===== config.mk =====
export PLATFORM = sky130hd
export DESIGN_NAME = gate_access_arbiter
export DESIGN_NICKNAME = d
export VERILOG_FILES = /design/src/rtl/gate_access_arbiter.sv
export SDC_FILE = /design/constraint.sdc
export NUM_CORES = 1
export LEC_CHECK = 0
export BUFFER_PORTS_ARGS = -buffer_cell sky130_fd_sc_hd__buf_4
export CAP_MARGIN = 0
export CORE_MARGIN = 1.5
export CORE_UTILIZATION = 40
export DETAILED_ROUTE_END_ITERATION = 7
export PLACE_DENSITY = 0.68
export SYNTH_ARGS = -nofsm -noshare
export SYNTH_HDL_FRONTEND = slang
export SYNTH_SLANG_ARGS = --single-unit

===== constraint.sdc =====
create_clock -name clk -period 1.5 [get_ports clk]
set_input_delay 0.15 -clock clk [delete_from_list [all_inputs] [get_ports clk]]
set_output_delay 0.15 -clock clk [all_outputs]
set_load 0.02 [all_outputs]

===== src/rtl/gate_access_arbiter.sv =====
// gate_access_arbiter
// Shares one code check and one door release among NUM_READERS card readers. A round-robin
// arbiter picks a requesting reader and latches its code. The code is range-checked for one
// cycle. A valid code holds the door open for OPEN_CYCLES cycles. An invalid code gives a
// one-cycle denied pulse.
//
// Optional feature: define GATE_ACCESS_LOCKOUT_EN to enable per-reader lockout. After
// LOCKOUT_FAILS consecutive denials, a reader is excluded from arbitration for
// LOCKOUT_CYCLES cycles.
//
// Ports:
//   clk        - system clock, rising edge
//   reset      - asynchronous, active-high reset
//   req        - per-reader request level, held until served
//   code_bus   - reader i code in bits [i*CODE_W +: CODE_W]
//   grant      - one-hot served reader, zero in IDLE
//   granted_id - index of the reader last granted
//   door_open  - door release, high only in OPEN
//   denied     - one-cycle pulse on a rejected code
//   state_out  - FSM state (IDLE=00, CHECK=01, OPEN=10, DENY=11)
//   locked     - per-reader lockout flags (zero without lockout)
module gate_access_arbiter #(
    parameter int unsigned NUM_READERS    = 4,
    parameter int unsigned CODE_W         = 4,
    parameter int unsigned CODE_MIN       = 4,
    parameter int unsigned CODE_MAX       = 11,
    parameter int unsigned OPEN_CYCLES    = 16,
    parameter int unsigned LOCKOUT_FAILS  = 3,
    parameter int unsigned LOCKOUT_CYCLES = 32
) (
    input  logic                          clk,
    input  logic                          reset,
    input  logic [NUM_READERS-1:0]        req,
    input  logic [NUM_READERS*CODE_W-1:0] code_bus,
    output logic [NUM_READERS-1:0]        grant,
    output logic [2:0]                    granted_id,
    output logic                          door_open,
    output logic                          denied,
    output logic [1:0]                    state_out,
    output logic [NUM_READERS-1:0]        locked
);

    localparam int unsigned HoldW = (OPEN_CYCLES > 1) ? $clog2(OPEN_CYCLES) : 1;

    typedef enum logic [1:0] {
        StIdle  = 2'b00,
        StCheck = 2'b01,
        StOpen  = 2'b10,
        StDeny  = 2'b11
    } state_e;

    state_e                   state_q;
    logic [NUM_READERS-1:0]   grant_q;
    logic [2:0]               granted_id_q;
    logic [2:0]               ptr_q;
    logic [CODE_W-1:0]        code_q;
    logic [HoldW-1:0]         hold_q;
    logic                     door_open_q;
    logic                     denied_q;

    logic [NUM_READERS-1:0]   eligible;
    logic                     win_found;
    logic [2:0]               win_idx;
    logic [CODE_W-1:0]        win_code;
    logic                     code_ok;

    assign eligible = req & ~locked;

    // Search upward from ptr+1 with wrap; the first hit wins.
    always_comb begin
        win_found = 1'b0;
        win_idx   = '0;
        for (int k = 1; k <= int'(NUM_READERS); k++) begin
            int unsigned j;
            j = (int'(ptr_q) + k) % NUM_READERS;
            if (!win_found && eligible[j]) begin
                win_found = 1'b1;
                win_idx   = 3'(j);
            end
        end
    end

    assign win_code = code_bus[int'(win_idx)*CODE_W +: CODE_W];
    assign code_ok  = (32'(code_q) >= CODE_MIN) && (32'(code_q) <= CODE_MAX);

    always_ff @(posedge clk or posedge reset) begin
        if (reset) begin
            state_q      <= StIdle;
            grant_q      <= '0;
            granted_id_q <= '0;
            ptr_q        <= 3'(NUM_READERS - 1);
            code_q       <= '0;
            hold_q       <= '0;
            door_open_q  <= 1'b0;
            denied_q     <= 1'b0;
        end else begin
            case (state_q)
                StIdle: begin
                    if (win_found) begin
                        granted_id_q <= win_idx;
                        ptr_q        <= win_idx;
                        code_q       <= win_code;
                        grant_q      <= {{(NUM_READERS-1){1'b0}}, 1'b1} << win_idx;
                        state_q      <= StCheck;
                    end
                end
                StCheck: begin
                    hold_q <= '0;
                    if (code_ok) begin
                        state_q     <= StOpen;
                        door_open_q <= 1'b1;
                    end else begin
                        state_q  <= StDeny;
                        denied_q <= 1'b1;
                    end
                end
                StOpen: begin
                    if (hold_q == HoldW'(OPEN_CYCLES - 1)) begin
                        state_q     <= StIdle;
                        door_open_q <= 1'b0;
                        grant_q     <= '0;
                    end else begin
                        hold_q <= hold_q + 1'b1;
                    end
                end
                StDeny: begin
                    state_q  <= StIdle;
                    denied_q <= 1'b0;
                    grant_q  <= '0;
                end
                default: begin
                    state_q     <= StIdle;
                    grant_q     <= '0;
                    door_open_q <= 1'b0;
                    denied_q    <= 1'b0;
                end
            endcase
        end
    end

`ifdef GATE_ACCESS_LOCKOUT_EN
    localparam int unsigned FailW = $clog2(LOCKOUT_FAILS + 1);
    localparam int unsigned LockW = $clog2(LOCKOUT_CYCLES + 1);

    logic [FailW-1:0]       fail_cnt_q [NUM_READERS];
    logic [LockW-1:0]       lock_cnt_q [NUM_READERS];
    logic [NUM_READERS-1:0] locked_q;

    // The lock is set on the DENY edge, so it blocks arbitration from the following IDLE.
    always_ff @(posedge clk or posedge reset) begin
        if (reset) begin
            locked_q <= '0;
            for (int i = 0; i < int'(NUM_READERS); i++) begin
                fail_cnt_q[i] <= '0;
                lock_cnt_q[i] <= '0;
            end
        end else begin
            for (int i = 0; i < int'(NUM_READERS); i++) begin
                if (locked_q[i]) begin
                    if (lock_cnt_q[i] == LockW'(1)) begin
                        locked_q[i]   <= 1'b0;
                        lock_cnt_q[i] <= '0;
                        fail_cnt_q[i] <= '0;
                    end else begin
                        lock_cnt_q[i] <= lock_cnt_q[i] - 1'b1;
                    end
                end else if (state_q == StCheck && granted_id_q == 3'(i)) begin
                    if (code_ok) begin
                        fail_cnt_q[i] <= '0;
                    end else if (fail_cnt_q[i] < FailW'(LOCKOUT_FAILS)) begin
                        fail_cnt_q[i] <= fail_cnt_q[i] + 1'b1;
                    end
                end else if (state_q == StDeny && granted_id_q == 3'(i) &&
                             fail_cnt_q[i] == FailW'(LOCKOUT_FAILS)) begin
                    locked_q[i]   <= 1'b1;
                    lock_cnt_q[i] <= LockW'(LOCKOUT_CYCLES);
                end
            end
        end
    end

    assign locked = locked_q;
`else
    assign locked = '0;
`endif

    assign grant      = grant_q;
    assign granted_id = granted_id_q;
    assign door_open  = door_open_q;
    assign denied     = denied_q;
    assign state_out  = state_q;

endmodule

Word-level counts from Yosys, hierarchy flattened --
Cells that the tools add are included.
Cells by class: multiplexer cells 30, add/sub/neg operators 5, reductions and logical operators 17, shift-type cells 2, order comparisons 6, eq/ne operators 9
Operators by type and width (count):
- $shiftx 16x6->4 | 1
- $lt 2x3->1 const B | 4
- $mux 1 | 12
- $mux 4 | 3
- $pmux 4 s3 | 1
- $ne 2x2->1 const B | 5
- $bmux 1 s2 | 4
- $mux 2 | 4
- $pmux 2 s4 | 1
- $pmux 4 s2 | 1
- $reduce_and 2->1 | 4
- $mux 3 | 2
- $reduce_and 3->1 | 2
- $add 2x1->2 const B | 2
- $add 2x2->2 const B | 2
- $add 4x1->4 const B | 1
- $eq 2x2->1 const B | 2
- $eq 4x4->1 const B | 1
- $ge 4x3->1 const B | 1
- $le 4x4->1 const B | 1
- $logic_and 1x1->1 | 4
- $pmux 1 s2 | 2
- $reduce_bool 2->1 | 2
- $shl 1x3->4 const A | 1
- other kinds (4) | 6
Storage, ports and cells: input port bits 22, logic and storage cells 77, output and inout port bits 15, bits in registers 21

Logic depth before layout (Yosys ltp) --
Gate-level depths: netlist (run 1).
depth in word-level cells 16, gate-level depth with buffers 7, gate-level depth less buffers 6

Worst setup path before layout (run 1) --
Ideal clock, no wire load.
kind register -> register, start reg ptr_q[1], end reg code_q[2], required time 1.413 ns, setup time 0.087 ns, buffers on the path 1, arrival time 1.466 ns, stages on the path, launching flop included 7, slack -0.053 ns, period minus slack after synthesis 1.553 ns, cells stage by stage dfstp_2 -> buf_6 -> mux2i_2 -> a2bb2oi_1 -> nand3_1 -> a211o_1 -> o211ai_1
On the way: word-level cells in the longest chain between the ends 14, elaborated cells between the ends (all ways) 28, those cells by class add/sub (4); shift (1); mux (16); reduce/logical (7)
Ends and longest elaborated chain:
- start, declared | RTL line 55 | logic [2:0] ptr_q;
- start signal, assigned | RTL line 91 | ptr_q <= 3'(NUM_READERS - 1);
- start signal, assigned | RTL line 101 | ptr_q <= win_idx;
- $add 2x1->2 | RTL line 75 | j = (int'(ptr_q) + k) % NUM_READERS;
- $bmux 1 s2 | RTL line 76 | if (!win_found && eligible[j]) begin
- $mux 1 (not written as such) | RTL line 76
- $mux 1 | RTL line 76
- $logic_not 1->1 | RTL line 76
- $logic_and 1x1->1 | RTL line 76
- $mux 1 | RTL line 76
- $logic_not 1->1 | RTL line 76
- $logic_and 1x1->1 | RTL line 76
- $mux 1 | RTL line 76
- $logic_not 1->1 | RTL line 76
- $logic_and 1x1->1 | RTL line 76
- $mux 3 / $mux 1 (equally long branches) | RTL line 76
- $shiftx 16x6->4 / $reduce_and 2->1 (equally long branches)
- end signal, assigned | RTL line 102 | code_q <= win_code;
- end, declared | RTL line 56 | logic [CODE_W-1:0] code_q;
Several ways; a longest one is shown, not always the timed one. The select of a mux whose other input is x is not followed. A chain may end at the register's enable or synchronous reset.

Worst setup path after layout (run 1) --
start reg ptr_q[1], end reg grant_q[0], in the netlist grant[0]
On the way: word-level cells in the longest chain between the ends 16, elaborated cells between the ends (all ways) 31, those cells by class add/sub (4); eq/ne (1); shift (1); mux (18); reduce/logical (7)
Ends and longest elaborated chain:
- $add 2x1->2 | RTL line 75
- $bmux 1 s2 | RTL line 76
- $mux 1 (not written as such) | RTL line 76
- $mux 1 | RTL line 76
- $logic_not 1->1 | RTL line 76
- $logic_and 1x1->1 | RTL line 76
- $mux 1 | RTL line 76
- $logic_not 1->1 | RTL line 76
- $logic_and 1x1->1 | RTL line 76
- $mux 1 | RTL line 76
- $logic_not 1->1 | RTL line 76
- $logic_and 1x1->1 | RTL line 76
- $mux 3 | RTL line 76
- $shl 1x3->4 | RTL line 103 | grant_q <= {{(NUM_READERS-1){1'b0}}, 1'b1} << win_idx;
- $mux 4 | RTL line 99 | if (win_found) begin
- $pmux 4 s3 | RTL line 97 | case (state_q)
- end signal, assigned | RTL line 103
- end, declared | RTL line 53 | logic [NUM_READERS-1:0] grant_q;
Several ways; a longest one is shown, not always the timed one. The select of a mux whose other input is x is not followed.

==> flow_metrics.env, run 1 <==
export IMPL_critPathMaxStageDelay_ns=0.61
export IMPL_die_height_um=55.4
export IMPL_finalHoldViolations=0
export IMPL_clock_skew_ns=0.00100
export IMPL_port_buffer_count=23
export IMPL_cp_top_family="compound AO/OA/AOI/OAI gates"
export IMPL_p_per_area_nw_per_um2=1970
export IMPL_irDropWorstVdd_uv=1030
export IMPL_startpoint_type="register"
export IMPL_min_path_type="input pin to register"
export IMPL_cp_max_fo=6
export IMPL_seq_area_um2=454
export IMPL_grt_pass1_wl_mm=4.08
export IMPL_synth_cells=117
export IMPL_synth_top_area_share=0.365
export IMPL_slowest_stage="dfstp_2"
export IMPL_switching_power_mw=1.25
export IMPL_cts_made_buffers=3
export IMPL_avgSynthCellArea_um2=9.38
export IMPL_failed_checks="negative setup slack"
export IMPL_drive_gt1_frac=0.373
export IMPL_cts_buffer_depth=2
export IMPL_path_class="register to register"
export IMPL_min_path_cells=3
export IMPL_rows=18
export IMPL_ys_top_cells_by_count="dfrtp_1, nand2_1, a21oi_1"
export IMPL_ys_types=41
export IMPL_dr_pass1_iters=3
export IMPL_final_setup_viol_count=10
export IMPL_cap_violations=0
export IMPL_stdcell_area_um2=1450
export IMPL_drc_errors=0
export IMPL_pwr_share_comb=0.592
export IMPL_worstReg2RegEnd="grant[0]"
export IMPL_cts_tree="yes"
export IMPL_yosys_register_bits=18
export IMPL_htreeDepth=1
export IMPL_fin_crit_ns=1.62
export IMPL_drt_vias_per_instance=5.24
export IMPL_wire_per_inst_um=12.3
export IMPL_maxSlewViolCount=0
export IMPL_clkTransAtPathRegs_ns=0.10
export IMPL_drtIter0Drc=17
export IMPL_hpwl_mm=1.74
export IMPL_diodes=0
export IMPL_synth_area_leader_cell="dfrtp_1"
export IMPL_grt_antenna_before_repair=0
export IMPL_multi_input_area_um2=633
export IMPL_total_power_mw=2.86
export IMPL_synthToLayoutAreaGrowth_pct=32.4
export IMPL_cts_sinks=18
export IMPL_min_to="code_q[3]"
export IMPL_rsz0062_at_grt="true"
export IMPL_hold_start="code_bus[7]"
export IMPL_fill_cells=232
export IMPL_cts_root_buf="clkbuf_4"
export IMPL_nets=181
export IMPL_synth_edf_count=0
export IMPL_dpl_cell_area_um2=1350
export IMPL_die_x_um=55.4
export IMPL_power_frac_seq=0.303
export IMPL_clock_latency_ns=0.29
export IMPL_rrSetupSlack_ns=-0.12
export IMPL_track_usage=0.165
export IMPL_ys_seq_area_frac=0.413
export IMPL_ys_top_cells_by_area="dfrtp_1, ha_1, nand2_1"
export IMPL_ios=37
export IMPL_async_flop_share=1.00
export IMPL_clkPwrFrac=0.105
export IMPL_cp_arrival_ns=1.83
export IMPL_drtAntennaViolNets=0
export IMPL_final_cells=183
export IMPL_die_area_um2=3070
export IMPL_r2r_start="ptr_q[1]"
export IMPL_swShare=0.437
export IMPL_dpl_cell_count=176
export IMPL_p_leak_nw=0.694
export IMPL_synth_warnings=0
export IMPL_fmax_mhz=617
export IMPL_endpoint_kind="register"
export IMPL_setup_ws_ns=-0.122
export IMPL_critical_path_required_ns=1.71
export IMPL_vias=959
export IMPL_grt_pass1_vias=949
export IMPL_status="finished, violations left"
export IMPL_ys_flop_type="dfrtp_1"
export IMPL_overflow=0
export IMPL_synth_area_um2=1100
export IMPL_critPathBufInv=1
export IMPL_power_internal_mw=1.61
export IMPL_wl_mm=2.25
export IMPL_initial_core_util=0.431
export IMPL_cp_cell_sequence="buf_4, a21oi_1, a211o_1, o21ai_4, nand2_2, o31ai_2"
export IMPL_r2r_cells=6
export IMPL_core_um2=2540
export IMPL_post_route_period_util=1.08
export IMPL_place_gp_congestion=0.792
export IMPL_grt_max_degree=11
[power by group through the flow]
| stage | Clock, mW | Sequential [mW] | Combinational, mW |
|---|---|---|---|
| final | 0.299 | 0.866 | 1.69 |
| after detailed placement | 0 | 0.882 | 1.57 |
| after floorplan | 0 | 0.981 | 0.992 |
| after global placement | 0 | 0.871 | 1.54 |
| after global routing | 0.330 | 0.905 | 1.88 |
| after CTS | 0.310 | 0.868 | 1.68 |
[sequential cells by signal, summed over array words and instances (netlist names)]
register	count
grant	4
hold_q	4
code_q	2
granted_id	2
ptr_q	2
state_out	2
denied	1
door_open	1
[final cells by class]
type,count,share of cell area
Clock buffer,4,0.0250
Inverter,7,0.0181
Multi-Input combinational cell,89,0.436
Sequential cell,18,0.313
Tap cell,30,0.0258
Timing Repair Buffer,35,0.183
[repair_timing]
| action | in CTS | in global routing |
|---|---|---|
| resized for setup | 6 | 1 |
| pin swaps | 0 | 3 |
| gates cloned | 0 | 0 |
| endpoints found under the hold margin | 8 | 0 |
| hold buffers | 1 | 0 |
| endpoints found under the setup margin | 7 | 10 |
| buffers inserted | 1 | 1 |
[cell families after synthesis]
| logic type | synth area share |
|---|---|
| simple gates | 0.186 |
| compound gates | 0.230 |
| flops | 0.413 |
| buf+inv | 0.0718 |
| fa+ha+maj | 0.0570 |
| mux | 0.0308 |
| other cells | 0.00342 |
| xor+xnor | 0.00798 |
[worst max-delay path by stage]
stage                           end  cells past startpoint      from
after floorplan           code_q[2]                      6  ptr_q[1]
after global placement    code_q[2]                      5  ptr_q[1]
after detailed placement  code_q[2]                      5  ptr_q[1]
after CTS                 code_q[2]                      5  ptr_q[1]
after global routing      code_q[2]                      5  ptr_q[1]
final                      grant[0]                      6  ptr_q[1]
[through the flow]
stage	setup TNS, ns	setup slack, ns	hold slack (ns)	utilization
floorplan	-0.0766	-0.0457	0.0870	-
global placement	-0.142	-0.0762	0.159	0.532
detailed placement	-0.401	-0.114	0.160	0.532
CTS	-0.620	-0.122	0.159	0.567
global route	-1.43	-0.178	0.171	0.571
finish	-0.792	-0.122	0.159	0.571
[cells in the final DEF (no fill, tap or decap), types with 2 or more instances in the layout]
master	synthesis	layout
buf_4	5	34
dfrtp_1	16	15
nand2_1	16	14
a21oi_1	7	7
inv_1	6	6
nand3_1	6	6
nor2_1	6	5
ha_1	5	5
conb_1	1	5
o21ai_0	4	4
a211o_1	3	3
nand2b_1	3	3
clkbuf_4	0	3
nand2_2	0	2
o31ai_2	0	2
mux2i_1	2	2
o211ai_1	2	2
o21a_1	2	2
o31ai_1	4	2
nor3_1	2	2
a21o_1	2	2
dfstp_2	2	2
[metal layers]
layer	vias up	GRT usage	share of wire	wire [um]
li1	479	-	-	-
met1	453	0.205	0.45	1010
met2	22	0.284	0.50	1120
met3	5	0.0211	0.029	65
met4	0	0.0732	0.021	47
met5	-	0	0	0
[worst register-to-register path, stage by stage (launching register included)]
cell,delay (ns)
dfstp_2,0.61
buf_4,0.14
a21oi_1,0.06
a211o_1,0.31
o21ai_4,0.12
nand2_2,0.11
o31ai_2,0.19
No activity file was read; power rests on OpenSTA's default activity.
==> run 2: changes to the inputs <==
- PLACE_DENSITY: 0.68 -> unset
- PLACE_DENSITY_LB_ADDON: unset -> 0.25
==> run 2 against run 1 <==
Against the previous run: via count decreased by 3.1%; hold slack gained 0.0052 ns; largest cell class unchanged; power fell by 0.59%; global-route usage shrank 2.2 points; the flow still finishes with violations (negative setup slack); clock skew up 0.0035 ns.
==> flow_metrics.env, run 2 (same netlist as run 1, synthesis figures left out) <==
export IMPL_rows=18
export IMPL_use_met2=0.238
export IMPL_drt_vias_per_instance=5.08
export IMPL_mostFrequentLayoutCell="buf_4"
export IMPL_fin_hold_ws_ns=0.164
export IMPL_dpl_cell_area_um2=1370
export IMPL_status="finished, violations left"
export IMPL_endpoint_kind="register"
export IMPL_irDropWorstVdd_uv=1180
export IMPL_cts_setup_buffers=0
export IMPL_vias=929
export IMPL_rsz0062_at_grt="true"
export IMPL_diodes=0
export IMPL_clock_latency_ns=0.29
export IMPL_cts_sinks=18
export IMPL_nets=181
export IMPL_switching_power_mw=1.22
export IMPL_clkTransAtPathRegs_ns=0.11
export IMPL_initial_core_util=0.431
export IMPL_htreeDepth=1
export IMPL_port_buffer_count=23
export IMPL_p_leak_nw=0.690
export IMPL_grt_antenna_before_repair=0
export IMPL_fmax_mhz=616
export IMPL_grtUsageMet1=0.180
export IMPL_setup_ws_ns=-0.125
export IMPL_die_height_um=55.4
export IMPL_path_class="register to register"
export IMPL_clock_skew_ns=0.00453
export IMPL_final_setup_viol_count=8
export IMPL_stdcell_area_um2=1430
export IMPL_busiest_layer="met2"
export IMPL_cts_tree="yes"
export IMPL_startpoint_type="register"
export IMPL_die_area_um2=3070
export IMPL_ios=37
export IMPL_grt_max_degree=11
export IMPL_overflow=0
export IMPL_clkPwrFrac=0.106
export IMPL_swShare=0.430
export IMPL_p_per_area_nw_per_um2=1990
export IMPL_post_route_period_util=1.08
export IMPL_drc_errors=0
export IMPL_cts_buffer_depth=2
export IMPL_place_gp_congestion=0.797
export IMPL_pwr_share_comb=0.596
export IMPL_final_cell_mix="buf_4, nand2_1, dfrtp_1"
export IMPL_critical_path_required_ns=1.70
export IMPL_finalHoldViolations=0
export IMPL_fin_crit_ns=1.62
export IMPL_met3_usage=0.0492
export IMPL_grt_pass1_vias=843
export IMPL_power_internal_mw=1.62
export IMPL_failed_checks="negative setup slack"
export IMPL_power_frac_seq=0.298
export IMPL_synthToLayoutAreaGrowth_pct=30.3
export IMPL_hpwl_mm=1.71
export IMPL_grt_pass1_wl_mm=3.58
export IMPL_wire_per_inst_um=11.7
export IMPL_cts_root_buf="clkbuf_4"
export IMPL_dr_pass1_iters=4
export IMPL_track_usage=0.144
export IMPL_wl_mm=2.15
export IMPL_min_path_type="input pin to register"
export IMPL_cts_made_buffers=3
export IMPL_drtIter0Drc=14
export IMPL_cp_arrival_ns=1.82
export IMPL_maxSlewViolCount=0
export IMPL_drive_gt1_frac=0.353
export IMPL_drtAntennaViolNets=0
export IMPL_core_um2=2540
export IMPL_die_x_um=55.4
export IMPL_cp_max_fo=6
export IMPL_cap_violations=0
[run 2: repair_timing]
action | CTS | global route
hold buffers | 1 | 0
pin swaps | 1 | 1
endpoints found under the setup margin | 8 | 10
cloned | 0 | 0
resized for setup | 1 | 2
endpoints found under the hold margin | 8 | 0
[run 2: power groups by stage]
stage	combinational [mW]	sequential [mW]	clock, mW
after floorplan	0.992	0.981	0
after global placement	1.63	0.848	0
after detailed placement	1.66	0.856	0
after CTS	1.68	0.847	0.314
after global routing	1.87	0.871	0.340
final	1.69	0.847	0.302
[run 2: worst max-delay path, cell delays in order, from the launching register on]
cell and delay (ns):
dfstp_2 0.63, buf_4 0.15, and3b_1 0.15, a211o_1 0.13, o21ai_4 0.09, nand2b_1 0.17
o31ai_1 0.22
[run 2: worst paths after layout]
| check | start | endpoint | slack, ns | depth (start not counted) |
|---|---|---|---|---|
| max in group asynchronous | reset | ptr_q[0] | 0.56 | 4 |
| max | ptr_q[1] | grant[3] | -0.12 | 6 |
| min | code_bus[7] | code_q[3] | 0.16 | 3 |
| min in group asynchronous | reset | denied | 0.38 | 3 |
| min reg2reg | grant[2] | grant[2] | 0.50 | 2 |
| max reg2reg | ptr_q[1] | grant[3] | -0.12 | 6 |
[run 2: through the flow]
stage / setup WS [ns] / utilization / total power [mW] / std cells / TNS, ns
global route: -0.206 / 0.562 / 3.08 / 183 / -1.30
CTS: -0.117 / 0.559 / 2.84 / 183 / -0.713
detailed placement: -0.0989 / 0.538 / 2.52 / 178 / -0.512
floorplan: -0.0457 / - / 1.97 / 121 / -0.0766
global placement: -0.0774 / 0.538 / 2.48 / 178 / -0.401
finish: -0.125 / 0.562 / 2.84 / 183 / -0.616
[run 2: final cells by class]
class | instances | area [um2]
fill | 235 | 1110
multi-input combinational | 89 | 611
sequential | 18 | 454
timing repair buffer | 35 | 265
tap | 30 | 37.5
clock buffer | 4 | 36.3
inverter | 7 | 26.3
[run 2: routing by layer]
| metal | vias to the layer above | routed length, um |
|---|---|---|
| met3 | 2 | 68 |
| met5 | - | 0 |
| li1 | 481 | - |
| met1 | 430 | 1010 |
| met4 | 0 | 13 |
| met2 | 16 | 1050 |
